--- config.mk ---
export PLATFORM = sky130hd
export DESIGN_NAME = dmem_arbiter
export DESIGN_NICKNAME = d
export VERILOG_FILES = /design/src/rtl/dmem_arbiter_pkg.sv /design/src/rtl/rd_return_pipe.sv /design/src/rtl/dmem_arbiter.sv
export SDC_FILE = /design/constraint.sdc
export NUM_CORES = 1
export LEC_CHECK = 0
export ABC_AREA = 1
export CORE_AREA = 2 2 98 100
export DETAILED_ROUTE_END_ITERATION = 6
export DIE_AREA = 0 0 100 102
export DONT_BUFFER_PORTS = 1
export PLACE_DENSITY_LB_ADDON = 0.15
export SYNTH_ARGS = -nofsm -noshare
export SYNTH_HDL_FRONTEND = slang
export SYNTH_SLANG_ARGS = --single-unit
--- constraint.sdc ---
create_clock -name clock -period 2.9 [get_ports clock]
set_input_delay 0.29 -clock clock [delete_from_list [all_inputs] [get_ports clock]]
set_output_delay 0.29 -clock clock [all_outputs]
set_load 0.1 [all_outputs]
--- src/rtl/dmem_arbiter_pkg.sv ---
// Shared definitions for the data-memory arbiter and the debug loader:
// requester ids, arbitration reset values and the read-return pipe entry.
package dmem_arbiter_pkg;

    typedef enum logic {
        REQ_P = 1'b0,  // processor
        REQ_D = 1'b1   // debug / loader port
    } req_id_t;

    localparam req_id_t    OWNER_RST   = REQ_P;
    localparam logic [7:0] RUN_CNT_RST = 8'd0;

    // One in-flight read: whether it is live and whom its data belongs to.
    typedef struct packed {
        logic    valid;
        req_id_t who;
    } rd_entry_t;

endpackage

--- src/rtl/rd_return_pipe.sv ---
// Fixed-depth {valid, who} delay line that tags memory read data with its
// owner. Shared between the dmem arbiter and imem debug reads.
module rd_return_pipe
    import dmem_arbiter_pkg::*;
#(
    parameter int DEPTH = 1
) (
    input  logic clock,
    input  logic reset,     // synchronous, active-low clear
    input  logic in_valid,
    input  logic in_who,
    output logic out_valid,
    output logic out_who
);

    rd_entry_t [DEPTH-1:0] stage_q;

    // Shift a new entry in every cycle; a cleared pipe drops all in-flight reads.
    always_ff @(posedge clock) begin
        // NOTE: this is a control pipeline, not a data memory, so every stage
        // is cleared; an uncleared valid bit would emit a stale rvalid.
        if (!reset) begin
            stage_q <= '0;
        end else begin
            // NOTE: non-blocking assignments make every stage sample the old
            // value of its predecessor, which is what makes this a shift.
            for (int i = DEPTH - 1; i > 0; i--) begin
                stage_q[i] <= stage_q[i-1];
            end
            stage_q[0] <= '{valid: in_valid, who: req_id_t'(in_who)};
        end
    end

    assign out_valid = stage_q[DEPTH-1].valid;
    assign out_who   = stage_q[DEPTH-1].who;

endmodule

--- src/rtl/dmem_arbiter.sv ---
// Shares the single-port synchronous dmem between the processor (P) and the
// debug/loader port (D) using bounded-burst round-robin, routes read data
// back to its owner after the RAM latency, and counts contended cycles.
module dmem_arbiter
    import dmem_arbiter_pkg::*;
#(
    parameter int ADDR_W    = 12,
    parameter int DATA_W    = 32,
    parameter int READ_LAT  = 1,
    parameter int BURST_MAX = 4,
    parameter int CNT_W     = 16
) (
    input  logic              clock,
    input  logic              reset,
    input  logic              p_req,
    input  logic              p_we,
    input  logic [ADDR_W-1:0] p_addr,
    input  logic [DATA_W-1:0] p_wdata,
    output logic              p_gnt,
    output logic              p_rvalid,
    output logic [DATA_W-1:0] p_rdata,
    input  logic              d_req,
    input  logic              d_we,
    input  logic [ADDR_W-1:0] d_addr,
    input  logic [DATA_W-1:0] d_wdata,
    output logic              d_gnt,
    output logic              d_rvalid,
    output logic [DATA_W-1:0] d_rdata,
    output logic [ADDR_W-1:0] mem_address,
    output logic [DATA_W-1:0] mem_data,
    output logic              mem_wren,
    input  logic [DATA_W-1:0] mem_q,
    output logic [CNT_W-1:0]  conflict_cnt
);

    localparam logic [7:0] BURST_LIM = BURST_MAX[7:0];

    req_id_t          owner_q, owner_d;
    logic [7:0]       run_cnt_q, run_cnt_d;
    logic [CNT_W-1:0] conflict_q;
    logic             gnt_any;
    req_id_t          gnt_who;
    logic             pipe_valid;
    logic             pipe_who;

    // Grant decision: sole requester wins; under contention the owner keeps
    // the port until it has used up its burst allowance.
    always_comb begin
        // NOTE: defaults first so no path leaves a signal unassigned (no latch).
        gnt_any = 1'b0;
        gnt_who = owner_q;
        if (reset) begin
            if (p_req && d_req) begin
                gnt_any = 1'b1;
                if (run_cnt_q < BURST_LIM) begin
                    gnt_who = owner_q;
                end else begin
                    gnt_who = (owner_q == REQ_P) ? REQ_D : REQ_P;
                end
            end else if (p_req) begin
                gnt_any = 1'b1;
                gnt_who = REQ_P;
            end else if (d_req) begin
                gnt_any = 1'b1;
                gnt_who = REQ_D;
            end
        end
    end

    assign p_gnt = gnt_any && (gnt_who == REQ_P);
    assign d_gnt = gnt_any && (gnt_who == REQ_D);

    // Drive the RAM pins from the granted requester, zero when idle.
    always_comb begin
        mem_address = '0;
        mem_data    = '0;
        mem_wren    = 1'b0;
        if (p_gnt) begin
            mem_address = p_addr;
            mem_data    = p_wdata;
            mem_wren    = p_we;
        end else if (d_gnt) begin
            mem_address = d_addr;
            mem_data    = d_wdata;
            mem_wren    = d_we;
        end
    end

    // Ownership / burst-length next state.
    always_comb begin
        owner_d   = owner_q;
        run_cnt_d = run_cnt_q;
        if (gnt_any) begin
            if (gnt_who == owner_q) begin
                run_cnt_d = (run_cnt_q < BURST_LIM) ? run_cnt_q + 8'd1 : BURST_LIM;
            end else begin
                owner_d   = gnt_who;
                run_cnt_d = 8'd1;
            end
        end
    end

    // Ownership / burst-length state register.
    always_ff @(posedge clock) begin
        if (!reset) begin
            owner_q   <= OWNER_RST;
            run_cnt_q <= RUN_CNT_RST;
        end else begin
            owner_q   <= owner_d;
            run_cnt_q <= run_cnt_d;
        end
    end

    // Saturating count of cycles in which both sides wanted the RAM.
    always_ff @(posedge clock) begin
        if (!reset) begin
            conflict_q <= '0;
        end else if (p_req && d_req && (conflict_q != {CNT_W{1'b1}})) begin
            conflict_q <= conflict_q + 1'b1;
        end
    end

    assign conflict_cnt = reset ? conflict_q : '0;

    rd_return_pipe #(
        .DEPTH (READ_LAT)
    ) u_rd_pipe (
        .clock     (clock),
        .reset     (reset),
        .in_valid  (gnt_any && !mem_wren),
        .in_who    (gnt_who),
        .out_valid (pipe_valid),
        .out_who   (pipe_who)
    );

    // Returned data goes only to the tagged owner; outputs are quiet in reset.
    assign p_rvalid = reset && pipe_valid && (pipe_who == REQ_P);
    assign d_rvalid = reset && pipe_valid && (pipe_who == REQ_D);
    assign p_rdata  = p_rvalid ? mem_q : '0;
    assign d_rdata  = d_rvalid ? mem_q : '0;

endmodule
==> flow_metrics.tcl <==
set metrics [dict create \
    gp_congestion 0.830 \
    portBuffers 0 \
    finalSetupViolCount 0 \
    dr.pass1.iters 4 \
    r2r-start "run_cnt_q[6]" \
    critPathLaunchType "register" \
    clkTransAtPathRegs_ns 0.10 \
    area_growth_pct 74.2 \
    rows 35 \
    design_area_um2 4460 \
    synth.top_cell.area_share_pct 27.4 \
    rsz0062_at_grt "false" \
    syn_nets 606 \
    initial_core_util_pct 28.1 \
    drt_iter0_markers 127 \
    cts_resized 0 \
    cts_tree "done" \
    place_area_um2 4410 \
    root_buffer "clkbuf_8" \
    dieArea_um2 10200 \
    die_x_um 100 \
    clk_path_buf_depth 2 \
    h-tree-depth 1 \
    min_from "reset" \
    fin_worst_skew_ns 0.00646 \
    multi_input_area_um2 1790 \
    whs_path_depth 2 \
    io_pins 255 \
    die_h_um 102 \
    syn-cell-area_um2 2560 \
    yosysWarnings 0 \
    synth_area_per_cell_um2 5.35 \
    numClockSinks 27 \
    overflow 0 \
    grt_usage_pct 18.4 \
    viasPerCell 4.65 \
    max_freq_mhz 383 \
    final_common_cell "nand2_1" \
    finalHoldViolations 0 \
    seqCellArea_um2 541 \
    hold_buffers 0 \
    netlist_top_cells_area "nand2_1, dfxtp_1, nor2_1" \
    drive_above_1_share_pct 37.2 \
    hold_end "conflict_q[4]" \
    ir_drop_v 0.000253 \
    cp-end-kind "output pin" \
    p_leak_nw 2.24 \
    synth_cells 478 \
    r2r_setup_slack_ns 0.81 \
    worstPathRequired_ns 2.61 \
    drt-total-wl_um 10600 \
    n_antenna_cell 0 \
    min_path_type "input port to register" \
    synth_cell_types 33 \
    reg2reg_to "u_rd_pipe.out_valid" \
    maxSlewHeadroom_pct 42.7 \
    core_region_area_um2 9110 \
    fillers 916 \
    total_power_mw 1.50 \
    path_class "register to output pin" \
    status "finished clean" \
    holdWs_ns 0.122 \
    fin_util_pct 48.9 \
    slew_viol_final 0 \
    drc 0 \
    dp_hpwl_um 9000 \
    tightest_slew_ns 0.858 \
    grt_pass1_wl_um 14800 \
    reg2reg_depth 11 \
    vias 3192 \
    post_cts_buffers 0 \
    antenna_left 0 \
    cts_buffers 3 \
    powerDensity_nw_per_um2 337 \
    final_cell_mix "nand2_1, inv_1, nor2_2" \
    antenna_found_initial 0 \
    final_nets 705 \
    synth_seq_cells 27 \
    fin_crit_ns 2.61 \
    post-route-period-util_pct 90.1 \
    cp.arrival_ns 2.32 \
    maxCapViolations 0 \
    ys_seq_area_share_pct 21.1 \
    clock_latency_ns 0.28 \
    synth_top_area_cell "nand2_1" \
    grt_pass1_vias 2680 \
    worst-path-max-fanout 46 \
    wl_per_cell_um 15.4 \
    grt_max_degree 47 \
]
-- routing by layer --
layer / vias to the layer above / GRT usage (%) / share of wire (%)
li1: 1595 / - / -
met1: 1457 / 23.9 / 40
met2: 128 / 32.5 / 52
met3: 12 / 2.53 / 6.6
met4: 0 / 4.43 / 1.7
met5: - / 0 / 0
-- cell usage after synthesis --
cell and number:
ha_1 2, nor2_1 99, nor3b_1 1, buf_2 7, o21ai_2 1, inv_1 70
xor2_1 3, nand2_2 11, o21ai_0 6, buf_1 1, dfxtp_1 27, clkbuf_1 2
inv_2 2, nand4_1 8, xnor2_1 4, and3_1 1, buf_6 4, inv_4 1
nand3_1 5, buf_8 1, nor2_2 4, inv_6 1, nand2_1 187, nor2_4 1
buf_4 5, nor3_2 1, nand2_4 2, nand3_4 1, a21oi_1 13, nor2_8 1
nand3_2 3, nor3_1 2, nand2_8 1
-- area by class of cell --
| type | count | share of cell area [%] |
|---|---|---|
| clock buffers | 3 | 0.927 |
| multi-input cells | 357 | 40.1 |
| clock inverters | 1 | 0.168 |
| repair buffers | 114 | 37.2 |
| inverters | 74 | 6.40 |
| flip-flops and latches | 27 | 12.1 |
| well taps | 111 | 3.12 |
-- critical path, cell delays in order, from the launching register on --
cell and delay, ns:
dfxtp_1 0.32, nor2_1 0.16, nand3_2 0.12, nand2_1 0.09, nand3_2 0.11, nand2_4 0.14, nand2_4 0.07, inv_6 0.38
nand2_1 0.17, nand2_1 0.15, buf_4 0.30
-- sequential cells by signal, indices dropped and copies added (netlist names) --
register,count
conflict_q,16
u_rd_pipe.out_who,1
owner_q,1
u_rd_pipe.out_valid,1
run_cnt_q,8
-- per-stage QoR --
stage,std cells,worst slack (ns),TNS (ns)
after floorplan,478,-0.0434,-2.24
after global placement,683,0.676,0
after detailed placement,683,0.604,0
after CTS,687,0.284,0
after global routing,687,0.168,0
final,687,0.287,0
-- logic make-up (layout without fill, tap and decap cells) --
kind of cell,Yosys count,count (layout),share of synthesized area [%]
simple gates,328,328,54.6
buf+inv,94,192,16.8
flops,27,27,21.1
compound gates,20,20,4.06
xor+xnor,7,7,2.40
fa+ha+maj,2,2,0.978
-- where the power goes --
| part | switching (mW) | internal [mW] | total, mW |
|---|---|---|---|
| sequential | 0.00778 | 0.379 | 0.387 |
| clock | 0.128 | 0.0978 | 0.226 |
| combinational | 0.698 | 0.188 | 0.886 |
| total | 0.834 | 0.665 | 1.50 |
-- worst max path at each step --
stage / from / endpoint / slack [ns] / cells past startpoint
final: run_cnt_q[6] / mem_data[17] / 0.29 / 10
after detailed placement: run_cnt_q[6] / mem_data[17] / 0.60 / 10
after CTS: run_cnt_q[2] / mem_data[17] / 0.28 / 10
after global routing: run_cnt_q[2] / mem_data[17] / 0.17 / 10
after floorplan: reset / d_rdata[10] / -0.04 / 6
after global placement: run_cnt_q[6] / mem_data[17] / 0.68 / 10
(Power assumes the default switching activity.)
